**config.mk**
```make
export PLATFORM = sky130hd
export DESIGN_NAME = idli_urx_arb_m
export DESIGN_NICKNAME = d
export VERILOG_FILES = /design/src/rtl/idli_pkg.sv /design/src/rtl/idli_urx_arb_pick_m.sv /design/src/rtl/idli_urx_arb_m.sv
export SDC_FILE = /design/constraint.sdc
export NUM_CORES = 1
export LEC_CHECK = 0
export BUFFER_PORTS_ARGS = -buffer_cell sky130_fd_sc_hd__buf_2
export CORE_AREA = 3 3 40 42
export CTS_CLUSTER_SIZE = 10
export DETAILED_ROUTE_END_ITERATION = 10
export DIE_AREA = 0 0 43 45
export PLACE_DENSITY = 0.57
export SLEW_MARGIN = 20
export SYNTH_ARGS = -nofsm -noshare
export SYNTH_HDL_FRONTEND = slang
export SYNTH_SLANG_ARGS = --single-unit
```
**constraint.sdc**
```tcl
create_clock -name i_uarb_gck -period 1.5 [get_ports i_uarb_gck]
set_input_delay 0.3 -clock i_uarb_gck [delete_from_list [all_inputs] [get_ports i_uarb_gck]]
set_output_delay 0.3 -clock i_uarb_gck [all_outputs]
set_load 0.05 [all_outputs]
```
**src/rtl/idli_pkg.sv**
```systemverilog
// idli_pkg: shared types for the UART receive arbiter (core counter, data slice, FSM state, source index)
package idli_pkg;
  typedef logic [1:0] ctr_t;
  typedef logic [3:0] slice_t;
  typedef enum logic {IDLE, LOCK} urx_arb_state_t;
  typedef logic urx_src_t;
endpackage

```
**src/rtl/idli_urx_arb_pick_m.sv**
```systemverilog
// idli_urx_arb_pick_m: combinational winner pick between two sources
// Ports:
//   vld    - per-source valid flags
//   prio   - source that wins when both are valid
//   winner - chosen source index (0 when neither is valid)
module idli_urx_arb_pick_m
  import idli_pkg::*;
(
  input  logic [1:0] vld,
  input  urx_src_t   prio,
  output urx_src_t   winner
);
  assign winner = (&vld) ? prio : vld[1];
endmodule

```
**src/rtl/idli_urx_arb_m.sv**
```systemverilog
// idli_urx_arb_m: arbitrates two UART receivers onto the EX slice stream, locking a source for a whole 4-slice word
// Ports:
//   i_uarb_gck / i_uarb_rst_n     - clock, async active-low reset
//   i_uarb_ctr                    - core slice counter (0..3)
//   i_uarb_src_data/_vld          - per-source slice and word-ready flag
//   o_uarb_src_acp                - per-source accept (one-hot or zero)
//   o_uarb_data/_vld/_sel         - slice, valid and source index presented to EX
//   i_uarb_acp                    - EX accept
//   o_uarb_busy                   - a word transfer is locked
// Build option: IDLI_URX_ARB_RR_EN enables round-robin tie-break; otherwise source 0 always wins ties.
module idli_urx_arb_m
  import idli_pkg::*;
(
  input  logic           i_uarb_gck,
  input  logic           i_uarb_rst_n,
  input  ctr_t           i_uarb_ctr,
  input  slice_t [1:0]   i_uarb_src_data,
  input  logic   [1:0]   i_uarb_src_vld,
  output logic   [1:0]   o_uarb_src_acp,
  output slice_t         o_uarb_data,
  output logic           o_uarb_vld,
  output logic           o_uarb_sel,
  input  logic           i_uarb_acp,
  output logic           o_uarb_busy
);
  urx_arb_state_t state_q, state_d;
  urx_src_t sel_q, sel_d, winner, cur, prio;
  logic grant, done, act;
`ifdef IDLI_URX_ARB_RR_EN
  urx_src_t prio_q, prio_d;
  assign prio = prio_q;
`else
  assign prio = 1'b0;
`endif
  idli_urx_arb_pick_m u_pick (
    .vld    (i_uarb_src_vld),
    .prio   (prio),
    .winner (winner)
  );
  assign grant = state_q == IDLE && i_uarb_ctr == 2'd0 && |i_uarb_src_vld;
  assign done  = state_q == LOCK && i_uarb_ctr == 2'd3 && i_uarb_acp && i_uarb_src_vld[sel_q];
  // outputs are forced low combinationally while reset is held
  assign act   = i_uarb_rst_n && (state_q == LOCK || grant);
  assign cur   = state_q == LOCK ? sel_q : winner;
  always_comb begin
    state_d = grant ? LOCK : done ? IDLE : state_q;
    sel_d   = grant ? winner : sel_q;
`ifdef IDLI_URX_ARB_RR_EN
    prio_d  = done ? ~sel_q : prio_q;
`endif
  end
  always_ff @(posedge i_uarb_gck or negedge i_uarb_rst_n) begin
    if (!i_uarb_rst_n) begin
      state_q <= IDLE;
      sel_q   <= 1'b0;
`ifdef IDLI_URX_ARB_RR_EN
      prio_q  <= 1'b0;
`endif
    end else begin
      state_q <= state_d;
      sel_q   <= sel_d;
`ifdef IDLI_URX_ARB_RR_EN
      prio_q  <= prio_d;
`endif
    end
  end
  assign o_uarb_data    = act ? i_uarb_src_data[cur] : '0;
  assign o_uarb_vld     = act && i_uarb_src_vld[cur];
  assign o_uarb_src_acp = !act ? 2'b00 : cur ? {i_uarb_acp, 1'b0} : {1'b0, i_uarb_acp};
  assign o_uarb_sel     = act && cur;
  assign o_uarb_busy    = act;
endmodule

```
# ---- Word-level counts from Yosys, hierarchy flattened
# Cells that the tools add are included.
dict set report op_classes {
  order_cmp 2
  eq_ne 1
  mux 13
  bitwise 1
  n_reduce_logical 13
}
# cell count
set ops {}
lappend ops {{$mux W4} 3}
lappend ops {{$logic_and A1 B1 Y1} 8}
lappend ops {{$mux W1} 8}
lappend ops {{$lt A1 B2 Y1 const B} 2}
lappend ops {{$mux W2} 2}
lappend ops {{$eq A2 B2 Y1 const B} 1}
lappend ops {{$logic_not A2 Y1} 1}
lappend ops {{$reduce_and A2 Y1} 1}
lappend ops {{$reduce_bool A2 Y1} 1}
lappend ops {{$reduce_or A2 Y1} 1}
lappend ops {{$logic_or A1 B1 Y1} 1}
lappend ops {{$not A1 Y1} 1}
dict set report totals {
  reg_bits 2
  inputBits 15
  out_inout_bits 9
  word_cells 32
}

# ---- Logic depth before layout (Yosys ltp)
dict set report logic_depth {
  ltp_word 6
  depth_mapped 3
  mapped_depth_nobuf 3
}

# ---- Modules after synthesis
# From an unflattened synthesis, not the netlist that was laid out.
dict set report hier_totals {
  hier_cells 27
  hier_area_um2 272.8
}
# module n_inst cells_each area_per_inst_um2 seq_area_each_um2
set modules_own_cells {}
lappend modules_own_cells {idli_urx_arb_m 1 25 261.5 50.0}
lappend modules_own_cells {idli_urx_arb_pick_m 1 2 11.3 0.0}

# ---- Worst setup path before layout
# No wires, ideal clock.
dict set report synth_path {
  kind {flip-flop to output port}
  from {register state_q}
  to {output port o_uarb_sel}
  arrival_time_ps 1896
  t_required_ps 1200
  path_slack_ps -696
  path_stages_with_launch 4
  path_buffers 0
  path_cell_list {dfrtp_1 nor3b_2 nor2_1 nor3_1}
}
dict set report synth_via {
  elab_chain_len 6
  word_cells_on_any_way 7
  cone_classes {mux: 1; bitwise: 1; reduce/logical: 5}
}
# item line
set synth_lines {}
lappend synth_lines {{from (decl)} idli_urx_arb_m.sv:26} ;# urx_arb_state_t state_q, state_d;
lappend synth_lines {{from (signal assigned)} idli_urx_arb_m.sv:60} ;# state_q <= state_d;
lappend synth_lines {{$not A1 Y1} idli_urx_arb_m.sv:40} ;# assign grant = state_q == IDLE && i_uarb_ctr == 2'd0 && |i_uarb_src_vld;
lappend synth_lines {{$logic_and A1 B1 Y1 (2 in a row)} idli_urx_arb_m.sv:40}
lappend synth_lines {{$logic_or A1 B1 Y1} idli_urx_arb_m.sv:43} ;# assign act = i_uarb_rst_n && (state_q == LOCK || grant);
lappend synth_lines {{$logic_and A1 B1 Y1} idli_urx_arb_m.sv:43}
lappend synth_lines {{$logic_and A1 B1 Y1 *} idli_urx_arb_m.sv:70} ;# assign o_uarb_sel = act && cur;
lappend synth_lines {{to (decl)} idli_urx_arb_m.sv:22} ;# output logic o_uarb_sel,
# Mark *: on every way between the ends. The rest lies on a longest branch, timed or not.

# ---- Worst setup path in the final report
dict set report layout_path {
  from {register state_q}
  to {output port o_uarb_data[1]}
}
dict set report layout_via {
  elab_chain_len 6
  word_cells_on_any_way 9
  cone_classes {mux: 4; bitwise: 1; reduce/logical: 4}
}
# item line
set layout_lines {}
lappend layout_lines {{branches (longest 5 deep; another with $mux W4)} --}
lappend layout_lines {{$mux W4 *} idli_urx_arb_m.sv:67} ;# assign o_uarb_data = act ? i_uarb_src_data[cur] : '0;
lappend layout_lines {{to (decl)} idli_urx_arb_m.sv:20} ;# output slice_t o_uarb_data,
# Mark *: on every way between the ends. The select of a mux whose other input is x is not followed.

==> qor.yml <==
critical_path:
  end_kind: "output pin"
  ff2ff_path_depth: 3
  startpoint_type: "register"
  critical_path.max_fanout: 5
  reg2reg_slack_ns: 0.34
  critPathKind: "register to output pin"
  crit_arrival_ns: 1.53
  regToRegEndpoint: "state_q"
  r2r_start: "sel_q"
  required_ns: 1.20
grt:
  grt_max_degree: 7
  grt_pass1_vias: 445
  grt_pass1_wl_um: 1880
  grt_util_all_layers_pct: 13.3
  antenna_found_initial: 0
  grt_remaining_overflow: 0
min_path:
  min_path_cells: 2
  hp-start: "i_uarb_acp"
  hold_path_class: "primary input to register"
  hold_path_end: "state_q"
detailed_routing:
  vias_per_cell: 4.66
  drcViolationCount: 0
  drtIter0Drc: 4
  antenna_left: 0
  drt_first_pass_iters: 2
  vias: 443
  wl_per_cell_um: 12.5
  drt_wl_total_um: 1190
run_status:
  status: "finished, violations left"
  violations: "negative setup slack"
power_and_ir_drop:
  power.density_nw_per_um2: 1240
  p_sw_uw: 493
  intPower_uw: 512
  seqPwrFrac_pct: 10.0
  swShare_pct: 49.0
  ir_drop_mv: 0.888
  power_frac_comb_pct: 76.5
  p_leak_nw: 0.332
  clkPwrFrac_pct: 13.5
sta:
  clock_skew_ns: 0.00648
  relSlewSlack_pct: 82.6
  tightest_slew_ns: 0.261
  fin_crit_ns: 1.83
  hold_ws_ns: 0.377
  finalSetupViolCount: 9
  setup_ws_ns: -0.327
  finalHoldViolations: 0
  fmax_ghz: 0.547
  slew_violations: 0
  finalCritPeriodShare_pct: 122
  rsz0062_at_grt: "true"
clock_network:
  cts_root_buffer: "clkbuf_4"
  numCtsBuffers: 3
  cts.sinks: 2
  cts.clk_slew.worst_paths_ns: 0.04
  cts.path.max_buffers: 2
  worstSkewPairLatency_ns: 0.23
  cts_tree: "built"
  htreeDepth: 1
layout:
  diodes: 0
  stdcell_area_um2: 813
  layout_common_cells: "buf_2, buf_4, buf_6"
  regArea_um2: 51.3
  layout-drive-gt1-share_pct: 82.5
  num-fill-cells: 105
  final_util_pct: 63.3
  syn2layout_area_growth_pct: 169
  final_common_cell: "buf_2"
  multi_input_area_um2: 378
  final_nets: 96
die:
  die_x_um: 43
  fp.dieArea_um2: 1940
  initial_utilization_pct: 23.6
  rows: 13
  coreArea_um2: 1280
  pin_count: 24
  chipHeight_um: 45
logic_synthesis:
  synth_cell_types: 18
  synth_warnings: 0
  muxShareOfSynthArea_pct: 3.72
  synth_adder_area_share_pct: 0
  synthSimpleGateAreaFrac_pct: 37.2
  netlist_instances: 36
  syn_area_um2: 303
  synth_top_family_by_area: "compound AO/OA/AOI/OAI gates"
  synth-compound-area-share_pct: 41.3
  synthXorXnorAreaFrac_pct: 0
  syn_nets: 51
  ys_ff_latch: 2
  yosysSeqAreaShare_pct: 16.5
  syn_avg_cell_area_um2: 8.41
run:
  max-cap-violations: 0
placed_design:
  hpwl_um: 873
  dpl-instance-area_um2: 656
  gp_congestion: 0.730
  io_buffers: 23
==> state kept, by name, summed over array words and instances (netlist names) <==
name and flops:
sel_q 1, state_q 1
==> what timing repair did <==
item | in CTS | in global routing
pin swaps | 3 | 1
hold buffers | 1 | 0
buffers inserted | 3 | 0
resized for setup | 26 | 1
endpoints found under the hold margin | 2 | 0
setup endpoints to repair | 9 | 9
==> routing by layer <==
metal	vias to the layer above	global-route usage, %	wire length, µm
met1	208	14.3	431
li1	226	-	-
met4	0	7.23	0
met3	0	0	37
met2	9	26.3	717
met5	-	0	0
==> synthesized netlist by cell type <==
master     n  share of area, %
nand3_1    5               8.3
a211oi_2   4                17
nor2_1     4               5.0
o21ai_1    4               6.6
a21oi_1    3               5.0
nor3_1     3               5.0
dfrtp_1    2                17
a2111oi_2  1               5.0
a21oi_4    1               5.4
a41oi_1    1               2.9
and2_4     1               2.9
clkinv_1   1               1.2
mux2_2     1               3.7
nand2_1    1               1.2
nor3b_2    1               4.1
nor4b_2    1               5.0
or2_1      1               2.1
or3b_4     1               3.7
==> layout make-up <==
| class | count | area share (%) |
|---|---|---|
| multi-input cells | 33 | 46.5 |
| inverters | 1 | 0.615 |
| flip-flops and latches | 2 | 6.31 |
| clock buffers | 4 | 3.23 |
| repair buffers | 40 | 41.1 |
| well taps | 15 | 2.31 |
==> power groups by stage <==
stage                     logic (mW)  registers (mW)  clock network (mW)
final                          0.769           0.101               0.135
after global routing           0.815           0.104               0.151
after CTS                      0.756           0.100               0.145
after detailed placement       0.638           0.102                   0
after global placement         0.637           0.104                   0
after floorplan                0.440           0.106                   0
==> worst max path at each step <==
stage                            startpoint                 to  depth (start not counted)
final                               state_q     o_uarb_data[1]                          4
after global routing                state_q  o_uarb_src_acp[1]                          5
after CTS                           state_q  o_uarb_src_acp[1]                          5
after detailed placement  i_uarb_src_vld[0]     o_uarb_data[0]                          6
after global placement    i_uarb_src_vld[1]     o_uarb_data[0]                          6
after floorplan                     state_q         o_uarb_sel                          3
==> cells by family (layout without fill, tap and decap cells) <==
family | count (synthesis) | in the layout
buffers and inverters | 1 | 45
DFF | 2 | 2
and+or+nand+nor | 18 | 18
AOI/OAI and AO/OA | 14 | 14
muxes | 1 | 1
==> critical path, cell delays in order, from the launching register on <==
cell and delay, ns:
dfrtp_2 0.45, or3b_4 0.43, nand3_1 0.17, a211oi_4 0.09, buf_6 0.16
==> per-stage QoR <==
step | cells | TNS [ns] | worst slack (ns) | power [mW]
floorplan | 36 | -1.42 | -0.236 | 0.546
global placement | 87 | -1.57 | -0.198 | 0.741
detailed placement | 87 | -1.68 | -0.212 | 0.740
CTS | 95 | -2.55 | -0.324 | 1.00
global route | 95 | -3.14 | -0.436 | 1.07
finish | 95 | -2.49 | -0.327 | 1.01
Note: power is estimated with default switching activity, not from simulation.
